<file path="src/rtl/tdm_pkg.sv">
// Shared types and default sizing for the TDM FIR output collector.
package tdm_pkg;

  localparam int TDM_DATA_WIDTH   = 16;
  localparam int TDM_NUM_CHANNELS = 4;
  localparam int TDM_CHAN_W       = $clog2(TDM_NUM_CHANNELS);
  localparam int TDM_CNT_W        = 16;

  typedef enum logic [1:0] {
    COLLECT = 2'd0,
    PENDING = 2'd1,
    DISCARD = 2'd2
  } tdm_collect_state_e;

  typedef logic [TDM_DATA_WIDTH-1:0] tdm_sample_t;

endpackage

</file>
<file path="src/rtl/tdm_chan_tracker.sv">
// Expected-channel counter for the TDM collector: compares incoming tags and
// flags out-of-sequence samples with a registered one-cycle pulse.
module tdm_chan_tracker #(
  parameter int NUM_CHANNELS = 4,
  parameter int CHAN_W       = $clog2(NUM_CHANNELS)
) (
  input  logic              clk,
  input  logic              reset,
  input  logic              in_valid,
  input  logic [CHAN_W-1:0] in_chan,
  input  logic              check_en,
  input  logic              restart,
  input  logic              clear,
  input  logic              advance,
  output logic [CHAN_W-1:0] exp_chan,
  output logic              chan_match,
  output logic              seq_error
);

  localparam logic [CHAN_W-1:0] LAST_CHAN = CHAN_W'(NUM_CHANNELS - 1);

  // exp_chan never exceeds N-1, so tags >= N always miss.
  assign chan_match = (in_chan == exp_chan);

  always_ff @(posedge clk) begin
    if (reset) begin
      exp_chan  <= '0;
      seq_error <= 1'b0;
    end else begin
      seq_error <= check_en && in_valid && !chan_match;
      if (restart) begin
        exp_chan <= CHAN_W'(1);
      end else if (clear) begin
        exp_chan <= '0;
      end else if (advance) begin
        exp_chan <= (exp_chan == LAST_CHAN) ? '0 : exp_chan + 1'b1;
      end
    end
  end

endmodule

</file>
<file path="src/rtl/tdm_frame_collector.sv">
// Reassembles the tagged TDM sample stream into channel-parallel frames behind
// a valid/ready output register, with a one-frame pending hold and drop tracking.
module tdm_frame_collector
  import tdm_pkg::*;
#(
  parameter int DATA_WIDTH   = TDM_DATA_WIDTH,
  parameter int NUM_CHANNELS = TDM_NUM_CHANNELS,
  parameter int CHAN_W       = $clog2(NUM_CHANNELS),
  parameter int CNT_W        = TDM_CNT_W
) (
  input  logic                               clk,
  input  logic                               reset,
  input  logic [DATA_WIDTH-1:0]              in_data,
  input  logic                               in_valid,
  input  logic [CHAN_W-1:0]                  in_chan,
  output logic [NUM_CHANNELS*DATA_WIDTH-1:0] out_data,
  output logic                               out_valid,
  input  logic                               out_ready,
  output logic                               seq_error,
  output logic                               overrun,
  output logic [CNT_W-1:0]                   drop_count,
  output tdm_collect_state_e                 dbg_state
);

  // Handshake: a frame transfers on any cycle where out_valid && out_ready.
  // out_data is held stable while out_valid is high and out_ready is low.

  tdm_collect_state_e state;
  logic               drop_flag;

  logic [DATA_WIDTH-1:0]                  shadow [NUM_CHANNELS-1];
  logic [(NUM_CHANNELS-1)*DATA_WIDTH-1:0] shadow_flat;
  logic [DATA_WIDTH-1:0]                  last_sample;

  logic [CHAN_W-1:0] exp_chan;
  logic              chan_match;
  logic              free;
  logic              in_is_zero;
  logic              is_last;
  logic              collect_hit;
  logic              collect_miss;
  logic              restart;
  logic              clear;
  logic              drop_inc;

  assign dbg_state = state;

  always_comb begin
    free         = !out_valid || out_ready;
    in_is_zero   = (in_chan == '0);
    is_last      = (in_chan == CHAN_W'(NUM_CHANNELS - 1));
    collect_hit  = (state == COLLECT) && in_valid && chan_match;
    collect_miss = (state == COLLECT) && in_valid && !chan_match;
    restart      = (collect_miss || ((state == DISCARD) && in_valid)) && in_is_zero;
    clear        = (collect_miss && !in_is_zero) || ((state == PENDING) && free);
    // A broken partial frame counts once; a pending frame counts on its first overrun.
    drop_inc     = (collect_miss && (exp_chan != '0)) ||
                   ((state == PENDING) && in_valid && !drop_flag);
  end

  always_comb begin
    shadow_flat = '0;
    for (int c = 0; c < NUM_CHANNELS - 1; c++) begin
      shadow_flat[c*DATA_WIDTH +: DATA_WIDTH] = shadow[c];
    end
  end

  tdm_chan_tracker #(
    .NUM_CHANNELS (NUM_CHANNELS),
    .CHAN_W       (CHAN_W)
  ) u_tracker (
    .clk        (clk),
    .reset      (reset),
    .in_valid   (in_valid),
    .in_chan    (in_chan),
    .check_en   (state == COLLECT),
    .restart    (restart),
    .clear      (clear),
    .advance    (collect_hit),
    .exp_chan   (exp_chan),
    .chan_match (chan_match),
    .seq_error  (seq_error)
  );

  // Shadow bank and last-sample hold carry no reset: stale contents are never presented.
  always_ff @(posedge clk) begin
    if (restart) begin
      shadow[0] <= in_data;
    end else if (collect_hit && !is_last) begin
      for (int c = 0; c < NUM_CHANNELS - 1; c++) begin
        if (in_chan == CHAN_W'(c)) begin
          shadow[c] <= in_data;
        end
      end
    end
    if (collect_hit && is_last && !free) begin
      last_sample <= in_data;
    end
  end

  always_ff @(posedge clk) begin
    if (reset) begin
      state      <= COLLECT;
      drop_flag  <= 1'b0;
      out_data   <= '0;
      out_valid  <= 1'b0;
      overrun    <= 1'b0;
      drop_count <= '0;
    end else begin
      overrun <= 1'b0;
      if (out_valid && out_ready) begin
        out_valid <= 1'b0;
      end
      if (drop_inc && (drop_count != '1)) begin
        drop_count <= drop_count + 1'b1;
      end

      case (state)
        COLLECT: begin
          if (collect_hit && is_last) begin
            if (free) begin
              out_data  <= {in_data, shadow_flat};
              out_valid <= 1'b1;
            end else begin
              state <= PENDING;
            end
          end else if (collect_miss && !in_is_zero) begin
            state <= DISCARD;
          end
        end

        PENDING: begin
          if (in_valid) begin
            overrun   <= 1'b1;
            drop_flag <= 1'b1;
          end
          if (free) begin
            out_data  <= {last_sample, shadow_flat};
            out_valid <= 1'b1;
            drop_flag <= 1'b0;
            // A sample lost on the transfer cycle still breaks the next frame.
            state     <= (drop_flag || in_valid) ? DISCARD : COLLECT;
          end
        end

        DISCARD: begin
          if (in_valid && in_is_zero) begin
            state <= COLLECT;
          end
        end

        default: state <= COLLECT;
      endcase
    end
  end

endmodule

</file>
<file path="config.mk">
export PLATFORM = sky130hd
export DESIGN_NAME = tdm_frame_collector
export DESIGN_NICKNAME = d
export VERILOG_FILES = /design/src/rtl/tdm_pkg.sv /design/src/rtl/tdm_chan_tracker.sv /design/src/rtl/tdm_frame_collector.sv
export SDC_FILE = /design/constraint.sdc
export NUM_CORES = 1
export LEC_CHECK = 0
export CORE_AREA = 2 2 124 126
export DETAILED_ROUTE_END_ITERATION = 7
export DIE_AREA = 0 0 126 128
export PLACE_DENSITY = 0.65
export SKIP_CTS_REPAIR_TIMING = 1
export SLEW_MARGIN = 25
export SYNTH_ARGS = -nofsm -noshare
export SYNTH_HDL_FRONTEND = slang
export SYNTH_HIERARCHICAL = 1
export SYNTH_SLANG_ARGS = --single-unit
</file>
<file path="constraint.sdc">
create_clock -name clk -period 3.3 [get_ports clk]
set_input_delay 0.66 -clock clk [delete_from_list [all_inputs] [get_ports clk]]
set_output_delay 0.66 -clock clk [all_outputs]
set_load 0.05 [all_outputs]
</file>
==> flow_summary_export.csv, run 1 <==
group,metric,value,unit
route,via_per_inst,5.00,
sta,finalHoldViolations,0,
setup_path,critPathTopFamily,"simple AND/OR/NAND/NOR gates",
sta,skew,8.43,ps
cells_and_area,stdcell_area,7410,um^2
synth,synth_fp_nets,517,
sta,fmax,361,MHz
route,wl_per_cell,16.1,um
power,p_total,4.07,mW
sta,post-route-period-util,0.838,
setup_path,critical-path-max-stage-delay,600,ps
route,route.vias.total,3998,
route,ant_nets,0,
min_path,hold_path_class,"reg -> reg",
placement,dp_hpwl,8520,um
synth,ys_types,46,
sta,setup_viol_count_final,0,
clock_network,cts.sinks,152,
setup_path,critical_path_peak_fanout,10,
cells_and_area,n_antenna_cell,0,
cells_and_area,drive_gt1_frac,0.0817,
synth,synthFlopType,"dfxtp_1",
global_route,grt_max_degree,81,
sta,post-route-min-period,2770,ps
sta,relSlewSlack,0.449,
global_route,antenna_found_initial,0,
run,max-cap-violations,0,
floorplanning,die_w,126,um
power,ir_drop,0.309,mV
cells_and_area,fill_cells,1333,
global_route,track_usage,0.165,
floorplanning,die-area,16100,um^2
clock_network,clock_latency,410,ps
setup_path,cp-end-kind,"flip-flop",
synth,syn_area,5540,um^2
synth,yosysWarnings,6,
power,powerDensity,550,nW/um^2
clock_network,clk_pin_slew,60,ps
route,met3_length,543,um
global_route,grt_pass1_wl,20500,um
sta,final.setup.tns,0,ps
synth,synthArstFlopShare,0,
sta,tightestPinTransition,826,ps
clock_network,cts-root-buf,"clkbuf_16",
placement,placed_area,6860,um^2
setup_path,crit_arrival,3070,ps
setup_path,crit_chain,"clkdlybuf4s50_1 > xor2_1 > nor2_1 > o21bai_1 > mux2i_4 > nand2_1 > nor4_1 > mux2_1",
sta,drv_slew,0,
cells_and_area,nets,623,
floorplanning,num_rows,45,
power,power_leakage,2.42,nW
clock_network,htreeDepth,4,
status,status,"complete, no violations",
synth,synth-seq-cells,152,
route,wl_met2,6160,um
synth,syn_avg_cell_area,11.2,um^2
placement,gp_congestion,0.849,
floorplanning,core_area,14900,um^2
route,drc,0,
synth,synth-edff-count,64,
clock_network,cts_buffers,17,
floorplanning,start_util,0.373,
clock_network,cts_buffer_depth,2,
setup_path,critPathBufInv,1,
sta,rsz0062_at_grt,"false",
global_route,grt-ovfl-total,0,
setup_path,worstSetupPathType,"in -> reg",
clock_network,cts_tree,"done",
route,finalWirelength,12900,um
route,highest_layer,"met4",
setup_path,crit_required,3600,ps
setup_path,critPathSlowestCell,"clkdlybuf4s50_1",
synth,ys_seq_area_frac,0.665,
global_route,grt_pass1_vias,3912,
setup_path,critPathLaunchType,"primary input",
placement,io_buffers,106,
placement,dp_cells,769,
floorplanning,die_h,128,um
route,met1Wirelength,6010,um
route,drt_iter0_drc,261,
synth,syn_inst,494,
cells_and_area,area_growth,33.8,%
floorplanning,ios,107,
cells_and_area,fin_cells,800,
route,drt_pre_antenna_iters,4,
## cells in the final DEF, fill, tap and decap left out, types with 3 or more instances in the layout
cell and count:
a211oi_1 17, edfxtp_1 64, nor2b_1 4, mux2i_1 18
buf_12 3, clkdlybuf4s50_1 105, nand4_1 8, and3_1 3
nor2_1 37, xor2_1 8, a21oi_1 57, o31ai_1 4
clkbuf_16 17, clkbuf_1 3, nand3_1 4, buf_4 5
or4_1 4, o21ai_0 4, clkinv_4 3, nor4_1 3
nand2_1 105, dfxtp_1 88, inv_1 4
## flip-flops by register name (all words and copies together), names as in the netlist
signal               cells
out_data                64
shadow                  48
drop_count              16
last_sample             16
dbg_state                2
u_tracker/exp_chan       2
drop_flag                1
out_valid                1
overrun                  1
u_tracker/seq_error      1
## worst paths after layout
path,slack (ps),to,start,depth (start not counted)
setup / recovery,530,drop_count[13],in_chan[0],8
hold / removal,450,out_data[30],out_data[30],2
setup reg to reg,960,drop_count[13],u_tracker/exp_chan[0],7
hold reg to reg,450,out_data[30],out_data[30],2
## kinds of logic (layout without fill, tap and decap cells)
group / after synthesis / in the layout / share of synthesized area
DFF: 152 / 152 / 0.665
muxes: 21 / 21 / 0.0406
xor gates and xnor gates: 8 / 8 / 0.0126
and+or+nand+nor: 187 / 187 / 0.152
AOI/OAI and AO/OA: 94 / 94 / 0.106
buffers and inverters: 31 / 149 / 0.0221
adders and majority gates: 1 / 1 / 0.00226
## worst min-delay path, cell delays in order (launching register included)
cell and delay (ps):
dfxtp_1 310, nand2_1 50, a21oi_1 50
## cell type report
type,count,area [um^2],share of cell area
clock buffer,22,464,0.0626
clock inverter,9,93.8,0.0127
inverter,4,15.0,0.00202
multi-input combinational,311,1770,0.239
sequential,152,3680,0.497
tap,188,235,0.0317
timing repair buffer,114,1150,0.156
## through the flow
stage | utilization | hold WS (ps) | worst slack, ps
2_1_floorplan | - | 471 | 395
3_3_place_gp | 0.461 | 445 | 255
3_5_place_dp | 0.461 | 448 | 153
4_1_cts | 0.499 | 456 | 591
5_1_grt | 0.499 | 471 | 394
6_report | 0.499 | 453 | 533
## synth_stat cells, types with 2 or more instances
master,n,area (um^2)
a211oi_1,17,128
a21oi_1,57,285
a41oi_1,2,17.5
and2_1,2,12.5
and3_1,3,18.8
buf_1,2,7.51
buf_2,5,25.0
clkbuf_1,20,75.1
dfxtp_1,88,1760
edfxtp_1,64,1920
inv_1,4,15.0
mux2_1,2,22.5
mux2i_1,18,180
nand2_1,105,394
nand3_1,4,20.0
nand3b_1,2,15.0
nand4_1,8,50.1
nor2_1,37,139
nor2b_1,5,31.3
nor3_1,3,15.0
nor3b_1,3,22.5
nor4_1,3,18.8
o21ai_0,4,20.0
o31ai_1,4,30.0
or4_1,4,30.0
xor2_1,8,70.1
## power breakdown
group | internal, mW | total (mW) | leakage (nW) | switching [mW]
sequential | 1.99 | 2.01 | 1.29 | 0.0209
clock | 1.08 | 1.82 | 0.267 | 0.738
combinational | 0.0832 | 0.243 | 0.862 | 0.160
total | 3.16 | 4.07 | 2.42 | 0.919
## metal layers
layer | GRT usage | vias up
met5 | 0 | -
met4 | 0.0666 | 0
met3 | 0.0484 | 15
met2 | 0.263 | 85
met1 | 0.212 | 1934
li1 | - | 1964
Power figures use the tool's default switching activity.
==> inputs of run 2 (changes only) <==
clock period = 2.7 ns   (was 3.3 ns; I/O delays follow)
==> run 2 against run 1 <==
  * Worst setup slack worse by 340 ps
  * Sequential cell count is the same
  * Combinational power is 30% higher
==> flow_summary_export.csv, run 2 (synthesized netlist as in run 1, its figures left out) <==
group,metric,value,unit
setup_path,crit_required,2160,ps
cells_and_area,drive_gt1_frac,0.102,
sta,fmax,399,MHz
route,drt_pre_antenna_iters,6,
setup_path,critPathBufInv,1,
global_route,grt_max_degree,67,
cells_and_area,largest_register_ffs,64,
clock_network,htreeDepth,4,
clock_network,cts_buffers,17,
global_route,track_usage,0.166,
placement,placed_area,6980,um^2
clock_network,cts_buffer_depth,2,
setup_path,critPathLaunchType,"flip-flop",
setup_path,cp-end-kind,"output port",
sta,setup_viol_count_final,0,
placement,gp_congestion,0.853,
status,status,"complete, no violations",
floorplanning,die-area,16100,um^2
sta,finalHoldViolations,0,
placement,dp_hpwl,8880,um
global_route,antenna_found_initial,0,
clock_network,clk_pin_slew,60,ps
sta,skew,5.65,ps
clock_network,cts-root-buf,"clkbuf_16",
global_route,grt-ovfl-total,0,
cells_and_area,reg.largest.list,"out_data x64, shadow x48",
power,p_total,5.00,mW
route,via_per_inst,5.01,
clock_network,cts_tree,"done",
sta,post-route-period-util,0.927,
route,route.vias.total,4080,
floorplanning,die_h,128,um
setup_path,r2r_start,"u_tracker/exp_chan[0]",
power,powerDensity,663,nW/um^2
setup_path,setup.worst_path.start,"dbg_state[0]",
route,wl_per_cell,15.9,um
sta,rsz0062_at_grt,"false",
sta,tightestPinTransition,575,ps
cells_and_area,mostFrequentLayoutCells,"nand2_1 (105), clkdlybuf4s50_1 (105), dfxtp_1 (88)",
placement,io_buffers,106,
min_path,hold_path_class,"in -> reg",
setup_path,critPathSlowestCell,"clkdlybuf4s50_1",
run,max-cap-violations,0,
cells_and_area,nets,636,
route,ant_nets,0,
power,ir_drop,0.449,mV
floorplanning,core_area,14900,um^2
cells_and_area,fill_cells,1354,
floorplanning,die_w,126,um
sta,post-route-min-period,2500,ps
sta,drv_slew,0,
cells_and_area,final_util,0.507,
route,finalWirelength,13000,um
cells_and_area,n_antenna_cell,0,
setup_path,worstSetupPathType,"reg -> out",
floorplanning,ios,107,
floorplanning,num_rows,45,
setup_path,critical-path-max-stage-delay,900,ps
power,power_leakage,2.48,nW
setup_path,crit_chain,"clkdlybuf4s50_1",
sta,relSlewSlack,0.616,
floorplanning,start_util,0.373,
sta,final.setup.tns,0,ps
cells_and_area,area_growth,36.1,%
clock_network,clock_latency,420,ps
global_route,grt_pass1_wl,20500,um
setup_path,crit_arrival,1960,ps
cells_and_area,stdcell_area,7540,um^2
setup_path,critical_path_peak_fanout,11,
cells_and_area,regMostFlops,"out_data",
min_path,holdCritStartpoint,"reset",
route,drc,0,
clock_network,cts.sinks,152,
setup_path,critPathTopFamily,"buffers and inverters",
route,drt_iter0_drc,237,
global_route,grt_pass1_vias,3959,
[run 2: cell count changes in the layout (fill, tap and decap cells not counted)]
cell,previous run,this run
clkinv_2,1,2
buf_4,5,16
clkinv_4,3,2
inv_6,2,1
buf_12,3,5
clkinvlp_4,2,4
[run 2: stage by stage]
step	setup slack (ps)	hold WS [ps]	cells
finish	196	426	814
global route	140	437	814
CTS	169	404	814
detailed placement	-10.1	448	782
global placement	47.3	444	782
floorplan	-84.7	471	494
[run 2: report_power, final]
part / internal [mW] / switching, mW / leakage (nW)
Sequential: 2.44 / 0.0200 / 1.29
Combinational: 0.114 / 0.203 / 0.928
Clock: 1.32 / 0.908 / 0.263
[run 2: worst paths after layout]
check / to / slack (ps) / cells past startpoint
worst max register to register: drop_count[13] / 570 / 7
worst max-delay path: dbg_state[0] / 200 / 1
worst min register to register: out_data[12] / 460 / 2
worst min-delay path: drop_count[1] / 430 / 2
[run 2: area by class of cell]
type | count | area, um^2 | share of cell area
Multi-Input combinational cell | 311 | 1770 | 0.235
Timing Repair Buffer | 127 | 1280 | 0.169
Clock buffer | 22 | 464 | 0.0616
Inverter | 4 | 15.0 | 0.00199
Clock inverter | 10 | 96.3 | 0.0128
Sequential cell | 152 | 3680 | 0.489
Tap cell | 188 | 235 | 0.0312
[run 2: metal layers]
metal / vias to the layer above / GRT usage / share of wire
met4: 0 / 0.0802 / 0.021
met5: - / 0 / 0
met3: 20 / 0.0401 / 0.052
met2: 107 / 0.263 / 0.48
met1: 1964 / 0.214 / 0.45
li1: 1989 / - / -
==> inputs of run 3 (changes only) <==
CORE_AREA = 4 4 130 132   (was 2 2 124 126)
DIE_AREA = 0 0 134 136   (was 0 0 126 128)
PLACE_DENSITY = 0.64   (was 0.65)
SYNTH_HIERARCHICAL = not set   (was 1)
==> run 3 against run 2 <==
  * Total power down 1.7%
  * Synthesized area up 5.5%
  * First-iteration DRC count fell by 28%
  * Clock-buffer cell count down 1
  * Combinational power is essentially flat
  * Clock skew is 3.4 ps higher
  * Cell area up 3.3%
  * Via count decreased by 2.5%
  * Die area rose by 13%
  * Clock power fell by 4%
  * Hold slack gained 51 ps
  * Critical path depth unchanged
==> flow_summary_export.csv, run 3 <==
group,metric,value,unit
route,drt_iter0_drc,171,
synth,yosysWarnings,0,
floorplanning,die_w,134,um
cells_and_area,drive_gt1_frac,0.128,
floorplanning,die-area,18200,um^2
global_route,antenna_found_initial,0,
floorplanning,die_h,136,um
sta,tightestPinTransition,630,ps
setup_path,critPathSlowestCell,"clkdlybuf4s50_1",
clock_network,cts_tree,"done",
synth,synth-seq-cells,152,
synth,synthArstFlopShare,0,
setup_path,worstSetupPathType,"reg -> out",
cells_and_area,regMostFlops,"out_data",
min_path,min_path_cells,2,
setup_path,crit_arrival,1910,ps
route,finalWirelength,13500,um
min_path,holdCritStartpoint,"shadow[0][22]",
sta,whs,477,ps
cells_and_area,fill_cells,1358,
setup_path,r2r_setup_slack,510,ps
sta,rsz0062_at_grt,"false",
route,met3_length,928,um
cells_and_area,n_antenna_cell,0,
synth,yosysTopAreaCellShare,0.329,
synth,synth.most_common_cell,"dfxtp_1",
clock_network,cts-root-buf,"clkbuf_16",
setup_path,crit_chain,"clkdlybuf4s50_1",
route,route.vias.total,3980,
cells_and_area,area_growth,33.2,%
route,wl_per_cell,16.9,um
setup_path,critPathTopFamily,"buffers and inverters",
global_route,grt_max_degree,51,
setup_path,cp-end-kind,"output port",
cells_and_area,stdcell_area,7780,um^2
min_path,hold_path_class,"reg -> reg",
global_route,grt_pass1_wl,21000,um
floorplanning,ios,107,
sta,setup_viol_count_final,0,
sta,skew,9.04,ps
clock_network,clock_latency,410,ps
synth,syn_inst,458,
power,power_leakage,2.94,nW
clock_network,cts.sinks,152,
clock_network,htreeDepth,4,
sta,layout_setup_ws,246,ps
sta,drv_slew,0,
setup_path,critPathLaunchType,"flip-flop",
power,seq_power_share,0.500,
run,max-cap-violations,0,
setup_path,r2r_start,"drop_count[0]",
clock_network,cts_buffers,17,
placement,pre_cts_slack,90.0,ps
power,p_clk_frac,0.436,
synth,synth_fp_nets,483,
synth,syn_avg_cell_area,12.8,um^2
clock_network,clk_pin_slew,60,ps
setup_path,critical-path-max-stage-delay,900,ps
sta,fmax,408,MHz
sta,relSlewSlack,0.578,
power,p_sw_frac,0.228,
synth,netlist_top_cells_count,"dfxtp_1 (88), mux2i_1 (65), nor2_1 (65), edfxtp_1 (64), nor3_2 (17)",
synth,synth-edff-count,64,
placement,dp_hpwl,9200,um
setup_path,r2r_cells,7,
cells_and_area,largest_register_ffs,64,
placement,gp_congestion,0.780,
power,intPower,3.79,mW
power,combPwrFrac,0.064,
synth,synthTopCellsByArea,"edfxtp_1 (33%), dfxtp_1 (30%), mux2i_1 (11%)",
power,powerDensity,631,nW/um^2
global_route,track_usage,0.150,
cells_and_area,reg.largest.list,"out_data x64, shadow x48",
floorplanning,start_util,0.372,
power,ir_drop,0.404,mV
sta,post-route-period-util,0.909,
route,drc,0,
clock_network,cts_buffer_depth,2,
status,status,"complete, no violations",
placement,io_buffers,106,
cells_and_area,nets,596,
setup_path,critical_path_peak_fanout,11,
floorplanning,core_area,15700,um^2
route,drt_pre_antenna_iters,4,
route,highest_layer,"met4",
synth,synthFlopType,"dfxtp_1",
route,wl_met2,6150,um
route,ant_nets,0,
setup_path,r2r_end,"drop_count[15]",
route,met1Wirelength,6290,um
floorplanning,num_rows,46,
placement,placed_area,7240,um^2
global_route,grt_pass1_vias,3801,
setup_path,crit_required,2160,ps
sta,finalHoldViolations,0,
cells_and_area,mostFrequentLayoutCells,"clkdlybuf4s50_1 (105), dfxtp_1 (88), nor2_1 (65), mux2i_1 (65), edfxtp_1 (64)",
sta,post-route-min-period,2450,ps
synth,ys_types,47,
cells_and_area,final_common_cell,"clkdlybuf4s50_1",
sta,final.setup.tns,0,ps
setup_path,critPathBufInv,1,
global_route,grt-ovfl-total,0,
min_path,hold_end,"out_data[22]",
synth,synth_top_area_cell,"edfxtp_1",
route,via_per_inst,4.98,
synth,ys_seq_area_frac,0.630,
synth,syn_area,5850,um^2
power,p_sw,1.12,mW
run 3: changes by cell type after synthesis, sizes merged, moves of 6 or more:
cell / change
a211oi: -16
buf: +11
mux2i: +46
clkbuf: -9
xor2: -6
nor4: +6
a31o: +16
nor2: +27
nor3: +15
nand2: -89
a21oi: -45
run 3: how the worst max path moves through the flow:
| stage | endpoint | startpoint | depth (start not counted) |
|---|---|---|---|
| floorplan | last_sample[0] | dbg_state[0] | 4 |
| global placement | last_sample[4] | in_chan[1] | 6 |
| detailed placement | out_data[27] | in_valid | 7 |
| CTS | dbg_state[1] | dbg_state[1] | 1 |
| global route | dbg_state[1] | dbg_state[1] | 1 |
| finish | dbg_state[1] | dbg_state[1] | 1 |
run 3: final cells by class:
class	instances	area (um^2)	share of cell area
Clock buffer	21	470	0.0604
Clock inverter	11	72.6	0.00932
Inverter	7	26.3	0.00338
Multi-Input combinational cell	270	1990	0.255
Sequential cell	152	3680	0.473
Tap cell	216	270	0.0347
Timing Repair Buffer	123	1270	0.164
run 3: per-layer routing:
metal / vias up / track usage
met2: 130 / 0.232
met1: 1935 / 0.198
met5: - / 0
li1: 1899 / -
met4: 0 / 0.0451
met3: 16 / 0.0548
run 3: power by group through the flow:
stage / Sequential [mW] / Clock, mW / Combinational, mW
4_1_cts: 2.45 / 2.20 / 0.319
6_report: 2.45 / 2.14 / 0.316
3_3_place_gp: 2.50 / 0 / 0.311
5_1_grt: 2.46 / 2.29 / 0.337
2_1_floorplan: 2.56 / 0 / 0.119
3_5_place_dp: 2.50 / 0 / 0.318
run 3: stage by stage:
step	utilization	total power, mW	std cells
2_1_floorplan	-	2.68	458
3_3_place_gp	0.461	2.81	768
3_5_place_dp	0.461	2.82	768
4_1_cts	0.495	4.97	800
5_1_grt	0.495	5.08	800
6_report	0.495	4.91	800
run 3: cells by family after synthesis:
group	count (synthesis)	synth area share
flops	152	0.630
simple gates	148	0.143
mux	71	0.123
compound gates	46	0.0578
buf+inv	36	0.0342
fa+ha+maj	3	0.00642
xor+xnor	2	0.00556
